<file path="src/rtl/mem_stage.sv">
// Memory-access pipeline stage: issues data-memory requests, waits on the
// ready handshake, aligns store data/masks and extracts loads into MEM/WB.
module mem_stage (
  input  logic        i_clk,
  input  logic        i_rst,
  input  logic        i_vld,
  input  logic        i_mem_read,
  input  logic        i_mem_write,
  input  logic        i_mem_reg,
  input  logic [2:0]  i_funct3,
  input  logic [31:0] i_addr,
  input  logic [31:0] i_wdata,
  input  logic [31:0] i_alu_res,
  input  logic [4:0]  i_rd_waddr,
  input  logic        i_rd_wen,
  input  logic        i_dmem_ready,
  input  logic [31:0] i_dmem_rdata,
  output logic        o_dmem_req,
  output logic        o_dmem_wen,
  output logic [31:0] o_dmem_addr,
  output logic [3:0]  o_dmem_mask,
  output logic [31:0] o_dmem_wdata,
  output logic        o_stall,
  output logic        o_vld,
  output logic        o_rd_wen,
  output logic [4:0]  o_rd_waddr,
  output logic [31:0] o_rd_wdata,
  output logic        o_misaligned
);

  typedef enum logic {IDLE, WAIT} state_t;

  state_t r_state, w_state_nxt;

  function automatic logic [3:0] store_mask(input logic [1:0] sz, input logic [1:0] off);
    case (sz)
      2'b00:   return 4'b0001 << off;
      2'b01:   return 4'b0011 << off;
      default: return 4'b1111;
    endcase
  endfunction

  function automatic logic [31:0] store_data(input logic [1:0] sz, input logic [31:0] d);
    case (sz)
      2'b00:   return {4{d[7:0]}};
      2'b01:   return {2{d[15:0]}};
      default: return d;
    endcase
  endfunction

  function automatic logic [31:0] load_ext(input logic [2:0] f3, input logic [1:0] off,
                                           input logic [31:0] w);
    logic signed [7:0]  b;
    logic signed [15:0] h;
    b = w[{off, 3'b000} +: 8];
    h = w[{off[1], 4'b0000} +: 16];
    case (f3)
      3'b000:  return 32'(b);
      3'b001:  return 32'(h);
      3'b100:  return {24'b0, b};
      3'b101:  return {16'b0, h};
      default: return w;
    endcase
  endfunction

  // Fields captured when a request has to wait; the stage then runs from
  // these copies and ignores whatever upstream is holding.
  logic [31:0] r_addr_p0, r_wdata_p0, r_alu_p0;
  logic [2:0]  r_f3_p0;
  logic        r_read_p0, r_write_p0, r_mem_reg_p0, r_rd_wen_p0;
  logic [4:0]  r_rd_waddr_p0;

  logic        r_vld_p1, r_rd_wen_p1, r_mis_p1;
  logic [4:0]  r_rd_waddr_p1;
  logic [31:0] r_rd_wdata_p1;

  logic        w_access, w_legal, w_req, w_done, w_in_wait;
  logic [31:0] w_sel_addr, w_sel_wdata, w_sel_alu, w_wb_data;
  logic [2:0]  w_sel_f3;
  logic        w_sel_read, w_sel_write, w_sel_mem_reg, w_sel_rd_wen;
  logic [4:0]  w_sel_rd_waddr;

  assign w_access  = i_vld & (i_mem_read | i_mem_write);
  assign w_in_wait = (r_state == WAIT);

  always_comb begin
    w_legal = 1'b0;
    if (i_mem_read) begin
      case (i_funct3)
        3'b000, 3'b100: w_legal = 1'b1;
        3'b001, 3'b101: w_legal = ~i_addr[0];
        3'b010:         w_legal = (i_addr[1:0] == 2'b00);
        default:        w_legal = 1'b0;
      endcase
    end else begin
      case (i_funct3)
        3'b000:  w_legal = 1'b1;
        3'b001:  w_legal = ~i_addr[0];
        3'b010:  w_legal = (i_addr[1:0] == 2'b00);
        default: w_legal = 1'b0;
      endcase
    end
  end

  assign w_sel_addr     = w_in_wait ? r_addr_p0     : i_addr;
  assign w_sel_wdata    = w_in_wait ? r_wdata_p0    : i_wdata;
  assign w_sel_alu      = w_in_wait ? r_alu_p0      : i_alu_res;
  assign w_sel_f3       = w_in_wait ? r_f3_p0       : i_funct3;
  assign w_sel_read     = w_in_wait ? r_read_p0     : i_mem_read;
  assign w_sel_write    = w_in_wait ? r_write_p0    : (i_mem_write & ~i_mem_read);
  assign w_sel_mem_reg  = w_in_wait ? r_mem_reg_p0  : i_mem_reg;
  assign w_sel_rd_wen   = w_in_wait ? r_rd_wen_p0   : i_rd_wen;
  assign w_sel_rd_waddr = w_in_wait ? r_rd_waddr_p0 : i_rd_waddr;

  assign w_req  = ~i_rst & (w_in_wait | (w_access & w_legal));
  assign w_done = w_req & i_dmem_ready;

  assign w_wb_data = w_sel_mem_reg ? load_ext(w_sel_f3, w_sel_addr[1:0], i_dmem_rdata)
                                   : w_sel_alu;

  assign o_dmem_req   = w_req;
  assign o_stall      = w_req & ~i_dmem_ready;
  assign o_dmem_wen   = w_req & w_sel_write;
  assign o_dmem_addr  = {w_sel_addr[31:2], 2'b00};
  assign o_dmem_mask  = w_sel_read ? 4'b1111 : store_mask(w_sel_f3[1:0], w_sel_addr[1:0]);
  assign o_dmem_wdata = store_data(w_sel_f3[1:0], w_sel_wdata);

  always_comb begin
    w_state_nxt = r_state;
    case (r_state)
      IDLE:    if (w_req && !i_dmem_ready) w_state_nxt = WAIT;
      WAIT:    if (i_dmem_ready)           w_state_nxt = IDLE;
      default: w_state_nxt = IDLE;
    endcase
  end

  always_ff @(posedge i_clk) begin
    if (i_rst) r_state <= IDLE;
    else       r_state <= w_state_nxt;
  end

  // ---- p0: request capture on entry to WAIT ----
  always_ff @(posedge i_clk) begin
    if (!w_in_wait && w_req && !i_dmem_ready) begin
      r_addr_p0     <= i_addr;
      r_wdata_p0    <= i_wdata;
      r_alu_p0      <= i_alu_res;
      r_f3_p0       <= i_funct3;
      r_read_p0     <= i_mem_read;
      r_write_p0    <= i_mem_write & ~i_mem_read;
      r_mem_reg_p0  <= i_mem_reg;
      r_rd_wen_p0   <= i_rd_wen;
      r_rd_waddr_p0 <= i_rd_waddr;
    end
  end

  // ---- p1: MEM/WB register ----
  always_ff @(posedge i_clk) begin
    if (i_rst) begin
      r_vld_p1      <= 1'b0;
      r_rd_wen_p1   <= 1'b0;
      r_mis_p1      <= 1'b0;
      r_rd_waddr_p1 <= 5'd0;
      r_rd_wdata_p1 <= 32'd0;
    end else begin
      r_vld_p1    <= 1'b0;
      r_rd_wen_p1 <= 1'b0;
      r_mis_p1    <= 1'b0;
      if (w_done) begin
        r_vld_p1      <= 1'b1;
        r_rd_wen_p1   <= w_sel_rd_wen;
        r_rd_waddr_p1 <= w_sel_rd_waddr;
        r_rd_wdata_p1 <= w_wb_data;
      end else if (!w_in_wait && i_vld && !w_access) begin
        r_vld_p1      <= 1'b1;
        r_rd_wen_p1   <= i_rd_wen;
        r_rd_waddr_p1 <= i_rd_waddr;
        r_rd_wdata_p1 <= i_alu_res;
      end else if (!w_in_wait && w_access && !w_legal) begin
        r_vld_p1      <= 1'b1;
        r_mis_p1      <= 1'b1;
        r_rd_waddr_p1 <= i_rd_waddr;
        r_rd_wdata_p1 <= i_alu_res;
      end
    end
  end

  assign o_vld        = r_vld_p1;
  assign o_rd_wen     = r_rd_wen_p1;
  assign o_misaligned = r_mis_p1;
  assign o_rd_waddr   = r_rd_waddr_p1;
  assign o_rd_wdata   = r_rd_wdata_p1;

endmodule

</file>
<file path="config.mk">
export PLATFORM = sky130hd
export DESIGN_NAME = mem_stage
export DESIGN_NICKNAME = d
export VERILOG_FILES = /design/src/rtl/mem_stage.sv
export SDC_FILE = /design/constraint.sdc
export NUM_CORES = 1
export LEC_CHECK = 0
export CORE_AREA = 2 2 100 175
export CTS_CLUSTER_DIAMETER = 30
export CTS_CLUSTER_SIZE = 28
export DETAILED_ROUTE_END_ITERATION = 10
export DIE_AREA = 0 0 102 177
export DONT_BUFFER_PORTS = 1
export SETUP_SLACK_MARGIN = 0.5
export SLEW_MARGIN = 0
export SYNTH_ARGS = -nofsm -noshare
export SYNTH_HDL_FRONTEND = slang
export SYNTH_SLANG_ARGS = --single-unit
</file>
<file path="constraint.sdc">
create_clock -name i_clk -period 22.9 [get_ports i_clk]
set_input_delay 3.435 -clock i_clk [delete_from_list [all_inputs] [get_ports i_clk]]
set_output_delay 3.435 -clock i_clk [all_outputs]
set_load 0.05 [all_outputs]
</file>
==> results of run 1 <==
-- layer usage --
layer / vias to the layer above / share of wire / GRT usage
met2: 277 / 0.51 / 0.3917
met1: 2563 / 0.35 / 0.2197
met4: 0 / 0.035 / 0.1111
met5: - / 0 / 0
li1: 2383 / - / -
met3: 44 / 0.10 / 0.08886
-- final cells by class --
type | instances | area, sq um | share of cell area
inverters | 8 | 30.03 | 0.003717
clock inverters | 11 | 101.3 | 0.01255
clock buffers | 21 | 460.4 | 0.05700
well taps | 227 | 284.0 | 0.03516
multi-input cells | 411 | 3059 | 0.3787
flip-flops and latches | 149 | 4068 | 0.5036
repair buffers | 10 | 75.07 | 0.009294
-- where the power goes --
| part | internal [mW] | total, mW | switching, mW |
|---|---|---|---|
| Clock | 0.155 | 0.264 | 0.109 |
| Combinational | 0.0256 | 0.0953 | 0.0697 |
| Sequential | 0.300 | 0.329 | 0.0290 |
| Total | 0.480 | 0.688 | 0.208 |
-- worst max-delay path, stage by stage --
cell	delay [ns]
nor3_1	0.04
a21oi_1	0.96
nor2_1	0.11
a21oi_1	0.84
-- sequential cells by signal, summed over array words and instances (netlist names), 3 cells and up --
register / cells
o_rd_waddr: 5
o_rd_wdata: 32
r_addr_p0: 32
r_alu_p0: 32
r_f3_p0: 3
r_rd_waddr_p0: 5
r_wdata_p0: 32
-- cells by family (layout without fill, tap and decap cells) --
| kind of cell | after synthesis | in the layout | synth area share |
|---|---|---|---|
| AOI/OAI and AO/OA | 199 | 199 | 0.2165 |
| DFF | 149 | 149 | 0.5501 |
| and+or+nand+nor | 134 | 134 | 0.08028 |
| muxes | 76 | 76 | 0.1123 |
| buffers and inverters | 58 | 50 | 0.04031 |
| other | 1 | 2 | 0.0005076 |
-- per-stage QoR --
step | hold WS [ns] | util
floorplan | 0.4483 | -
global placement | 0.4749 | 0.4498
detailed placement | 0.4973 | 0.4498
CTS | 0.5067 | 0.4834
global route | 0.5198 | 0.4834
finish | 0.4936 | 0.4834
-- cell usage in the layout, fill, tap and decap left out, types with 5 or more instances in the layout --
| cell | instances |
|---|---|
| edfxtp_1 | 108 |
| nor2_1 | 62 |
| mux2_2 | 40 |
| dfxtp_1 | 40 |
| nand2_1 | 38 |
| a21oi_1 | 34 |
| mux2i_1 | 31 |
| o22ai_1 | 29 |
| o21ai_0 | 18 |
| clkbuf_16 | 17 |
| a2111oi_2 | 16 |
| o221ai_1 | 14 |
| o21ai_1 | 12 |
| a221oi_2 | 11 |
| nor2b_1 | 10 |
| buf_4 | 10 |
| inv_1 | 8 |
| a311oi_1 | 8 |
| a211oi_1 | 7 |
| a221oi_1 | 7 |
| a222oi_1 | 7 |
| a211o_1 | 7 |
| a21o_1 | 6 |
| clkinvlp_4 | 5 |
-- cells in the mapped netlist (2+ instances only) --
| library cell | instances |
|---|---|
| mux2i_1 | 32 |
| a221oi_2 | 11 |
| a21oi_1 | 34 |
| o21ai_0 | 30 |
| and2_1 | 4 |
| a211o_1 | 7 |
| nor4_1 | 2 |
| a32oi_1 | 2 |
| mux2_2 | 40 |
| o221ai_1 | 14 |
| nor2_1 | 62 |
| clkbuf_1 | 16 |
| nand2b_1 | 4 |
| o21a_1 | 2 |
| nor2b_1 | 10 |
| o211ai_1 | 3 |
| a22oi_1 | 5 |
| buf_4 | 7 |
| a211oi_1 | 7 |
| a222oi_1 | 7 |
| edfxtp_1 | 108 |
| nand2_1 | 38 |
| mux2_4 | 3 |
| inv_1 | 8 |
| buf_2 | 23 |
| a31oi_1 | 2 |
| a2111oi_2 | 16 |
| o22ai_1 | 29 |
| a311oi_1 | 8 |
| a221oi_1 | 7 |
| dfxtp_1 | 41 |
| a21o_1 | 6 |
| nor3_1 | 6 |
-- worst min path at each step --
stage	startpoint	to	slack (ns)	depth (start not counted)
after detailed placement	r_rd_wen_p0	o_rd_wen	0.50	2
after CTS	r_rd_wen_p0	o_rd_wen	0.51	2
after floorplan	r_rd_wen_p0	o_rd_wen	0.45	2
after global placement	r_rd_wen_p0	o_rd_wen	0.47	2
final	r_rd_wen_p0	o_rd_wen	0.49	2
after global routing	r_rd_wen_p0	o_rd_wen	0.52	2
==> metrics.md, run 1 <==
| Metric | Value |
|---|---|
| GP Congestion | ~0.81 |
| Total gr overflow | 0 |
| H-tree levels | 4 |
| Post-detailed-route wirelength per cell | roughly 25 microns |
| DP Cell Count | 805 |
| Reg-to-reg endpoint | o_rd_wdata[18] |
| Rel. slew slack | 0.1790 |
| Finished Layout Cells | 837 |
| First-pass GRT wire length | approximately 30,000 microns |
| Period utilization | 0.3857 |
| Die W | ~100 microns |
| Top cell type's share of synthesized area | 0.4390 |
| Post-synth EDFFs | between 100 and 150 |
| Number of remaining DRC errors | 0 |
| Top cells by area, synth | edfxtp_1 44%, dfxtp_1 11%, mux2_2 6.1%, mux2i_1 4.3%, a2111oi_2 3.3% |
| Deepest clock path buffer count | 2 |
| Netlist cell types | 56 |
| Fin. Hold Viols | 0 |
| Run status | complete, no violations |
| Clock skew | about 0.0052 ns |
| Synthesis-to-finish area growth | 9.350% |
| Max Cap Violations | 0 |
| # diodes | 0 |
| Post-synth top area cell | edfxtp_1 |
| Resized cells post-CTS | 0 |
| Final worst-path setup slack | 14.07 ns |
| Worst Hold Class | flip-flop to flip-flop |
| Die Ht | 177 microns |
| Clock transition at path regs | about 0.06 ns |
| Detailed-route via count | approximately 5,300 |
| Netlist area before placement | 0.007387 sq mm |
| CTS tree | done |
| Layout Nets | roughly 740 |
| Worst setup endpoint | o_dmem_wdata[11] |
| Antenna viol nets, final | 0 |
| Hold buffer count at cts | 0 |
| Initial Util | 0.4420 |
| FF+latch count, synth | roughly 150 |
| Worst-Margin Slew | around 1.2 ns |
| FF-to-FF Start | r_state |
| Pre-CTS setup slack | 14.12 ns |
| Top achievable clock speed | ~110 MHz |
| Crit path arrival time | approximately 5.4 ns |
| Critical path endpoint category | output port |
| Initial antenna violation count | 0 |
| Postcts setup bufs | 0 |
| Routed wire length | approximately 21,000 microns |
| Synth Warn # | 0 |
| TritonCTS sink count | roughly 150 |
| Max FO, Critical Path | 16 |
| Crit start category | input port |
| Clk root buf | clkbuf_16 |
| Ys async rst share | 0 |
| RSZ-0062 raised after global routing | false |
| Gate count of the mapped netlist | ~620 |
| Worst vdd ir | approximately 51 uV |
| GRT Total Usage | 0.2219 |
| Ys flop type | edfxtp_1 |
| I/O Buffers | 0 |
| Final HPWL DP | between 10,000 and 15,000 microns |
| Tot Pwr | 687.9 uW |
| Critical path type | input port to output port |
| Area after DPL | between 0.007 and 0.008 sq mm |
| Num CTS Buffers | 17 |
| Share of layout cells above drive strength 1 | 0.2049 |
| Worst setup path start | i_funct3[0] |
| Setup TNS | 0 ns |
| I/O pin cnt | approximately 260 |
| FF-to-FF path depth | 6 |
| Setup violations, final | 0 |
| Sequential area share after synthesis | 0.5501 |
| Clock insertion delay at the later pin of the skew report | 0.42 ns |
| DR vias/cell | about 6.3 |
| Leakage | about 2.6 nW |
| CP Data Required Time | about 20 ns |
| Drt first pass iters | 6 |
| Vias in the first global route | about 5,300 |
| Slew Viols, Final | 0 |
| Starting DRT DRC Count | around 280 |
| CORE AREA | approximately 0.017 sq mm |
| Row cnt | 63 |
| Mean Syn Cell Area | ~12 sq um |
| Pin count of the biggest net entering global routing | 76 |
| Crit path time final | just under 9 ns |
| Final Cell Area | 0.008078 sq mm |
| Worst reg2reg setup slack | 19.38 ns |
| Die ar. | ~0.018 sq mm |
| Number of fill cells | 1,519 |
| Pwr Density | roughly 85 mW/mm^2 |
(Power assumes the default switching activity.)
==> run 2: changes to the inputs <==
==> constraint.sdc (replaced) <==
create_clock -name i_clk -period 8.5 [get_ports i_clk]
set_input_delay 1.275 -clock i_clk [delete_from_list [all_inputs] [get_ports i_clk]]
set_output_delay 1.275 -clock i_clk [all_outputs]
set_load 0.05 [all_outputs]
==> run 2 against run 1 <==
Utilization is 0.28 points higher; die area unchanged; non-clock buffer count fell by 2; first-iteration DRC count decreased by 1.8%; clock power grew to 3.0 times the previous value; via count fell by 0.74%; hold slack better by 0.0011 ns; flip-flop and latch count unchanged; final cell count fell by 0.24%; global-route usage increased by 0.24 points; critical path depth decreased by 1; sequential share of layout area down 0.29 points.
==> metrics.md, run 2 (synthesized netlist as in run 1, its figures left out) <==
| Metric | Value |
|---|---|
| Worst-Margin Slew | 1.154 ns (was 1.232 ns) |
| First-pass GRT wire length | 30,150 microns (was 29,820 microns) |
| Rel. slew slack | 0.2304 (was 0.1790) |
| I/O pin cnt | 255 (unchanged) |
| GP Congestion | 0.8379 (was 0.8149) |
| Worst vdd ir | 131.7 uV (was 50.84 uV) |
| Final HPWL DP | 15,180 microns (was 14,830 microns) |
| CTS tree | done (unchanged) |
| Critical path endpoint category | output port (unchanged) |
| Crit path arrival time | 3.42 ns (was 5.40 ns) |
| Number of fill cells | 1,532 (was 1,519) |
| Slew Viols, Final | 0 (unchanged) |
| TritonCTS sink count | 149 (unchanged) |
| CP Data Required Time | 7.22 ns (was 19.47 ns) |
| Post-detailed-route wirelength per cell | 25.21 microns (was 24.94 microns) |
| Die Ht | 177 microns (unchanged) |
| Resized cells post-CTS | 0 (unchanged) |
| Commonest non-fill, non-tap cell in the layout | edfxtp_1 (unchanged) |
| Layout Nets | 739 (was 741) |
| DP Cell Count | 803 (was 805) |
| Hold buffer count at cts | 0 (unchanged) |
| Row cnt | 63 (unchanged) |
| Die W | 102 microns (unchanged) |
| Finished Layout Cells | 835 (was 837) |
| Setup TNS | 0 ns (unchanged) |
| Antenna viol nets, final | 0 (unchanged) |
| H-tree levels | 4 (unchanged) |
| Initial antenna violation count | 0 (unchanged) |
| Period utilization | 0.5528 |
| Max FO, Critical Path | 74 (was 16) |
| Num CTS Buffers | 17 (unchanged) |
| Number of remaining DRC errors | 0 (unchanged) |
| I/O Buffers | 0 (unchanged) |
| Clock transition at path regs | 0.06 ns (about the same) |
| Pwr Density | 236.4 mW/mm^2 (was 85.16 mW/mm^2) |
| Tot Pwr | 1.921 mW (was 687.9 uW) |
| Synthesis-to-finish area growth | 9.976% (was 9.350%) |
| Worst Hold Class | flip-flop to flip-flop (unchanged) |
| Deepest clock path buffer count | 2 (unchanged) |
| Clock skew | 0.009471 ns (was 0.005231 ns) |
| Top achievable clock speed | about 210 MHz |
| Clk root buf | clkbuf_16 (unchanged) |
| Drt first pass iters | 5 (was 6) |
| Routed wire length | 21,050 microns (was 20,870 microns) |
| Total gr overflow | 0 (unchanged) |
| CORE AREA | 0.01671 sq mm (unchanged) |
| Fin. Hold Viols | 0 (unchanged) |
| Crit path time final | between 4 and 5 ns |
| Run status | complete, no violations (unchanged) |
| Clock insertion delay at the later pin of the skew report | 0.41 ns (was 0.42 ns) |
| Die ar. | 0.01805 sq mm (unchanged) |
| Vias in the first global route | 5,232 (was 5,313) |
| Starting DRT DRC Count | 273 (was 278) |
| Initial Util | 0.4420 (unchanged) |
| Share of layout cells above drive strength 1 | 0.1957 (was 0.2049) |
| Pin count of the biggest net entering global routing | 76 (unchanged) |
| RSZ-0062 raised after global routing | false (unchanged) |
| Setup violations, final | 0 (unchanged) |
| Detailed-route via count | 5,228 (was 5,267) |
| Postcts setup bufs | 0 (unchanged) |
| Crit start category | flip-flop (was input port) |
| Critical path type | flip-flop to output port (was input port to output port) |
| DR vias/cell | 6.261 (was 6.293) |
| Most frequent cells in the layout | 108 x edfxtp_1, 62 x nor2_1, 40 x mux2_2, 40 x dfxtp_1, 38 x nand2_1 (unchanged) |
| GRT Total Usage | 0.2243 (was 0.2219) |
| Leakage | 2.626 nW (was 2.607 nW) |
| # diodes | 0 (unchanged) |
| Max Cap Violations | 0 (unchanged) |
| Fin Hold WS | 0.4947 ns (was 0.4936 ns) |
-- run 2: cell count changes in the layout (fill, tap and decap cells not counted) --
cell / change
nor4_2: -1
inv_4: -1
buf_4: -2
o21ai_1: +2
clkbuf_16: +1
o21ai_0: -2
inv_6: -1
bufinv_16: +2
nor4_4: +1
clkinv_2: -2
clkbuf_1: +3
clkinvlp_4: -3
clkinv_1: +1
-- run 2: layer usage --
| metal | share of wire | wire length, microns | GRT usage |
|---|---|---|---|
| met1 | 0.36 | 7507 | 0.2352 |
| met2 | 0.53 | 11090 | 0.4002 |
| met3 | 0.088 | 1854 | 0.07227 |
| met4 | 0.028 | 599 | 0.1000 |
| met5 | 0 | 0 | 0 |
-- run 2: layout make-up --
class / count / area [sq um] / area share
well taps: 227 / 284.0 / 0.03496
multi-input cells: 411 / 3068 / 0.3776
repair buffers: 8 / 60.06 / 0.007393
inverters: 8 / 30.03 / 0.003696
flip-flops and latches: 149 / 4068 / 0.5007
clock inverters: 7 / 117.6 / 0.01448
clock buffers: 25 / 496.7 / 0.06114
-- run 2: critical path: stages (launching register included) --
cell,delay [ns]
dfxtp_4,0.63
buf_4,0.78
a21oi_1,0.58
a21oi_1,0.99
-- run 2: power by group --
part           total, mW  switching [mW]  internal, mW
logic              0.257           0.189        0.0679
registers          0.885          0.0777         0.807
clock network      0.779           0.284         0.495
-- run 2: final timing paths --
check              startpoint               end  slack (ns)  cells after the start
setup reg to reg      r_state    o_rd_wdata[17]        4.94                      6
setup / recovery      r_state  o_dmem_wdata[14]        3.80                      3
hold reg to reg   r_rd_wen_p0          o_rd_wen        0.49                      2
hold / removal    r_rd_wen_p0          o_rd_wen        0.49                      2
-- run 2: stage by stage --
stage	util	area (sq um)	worst slack, ns
after detailed placement	0.4494	7510	4.132
after global placement	0.4494	7510	4.137
after CTS	0.4861	8124	3.797
after global routing	0.4861	8124	3.597
final	0.4861	8124	3.802
after floorplan	-	7406	2.691
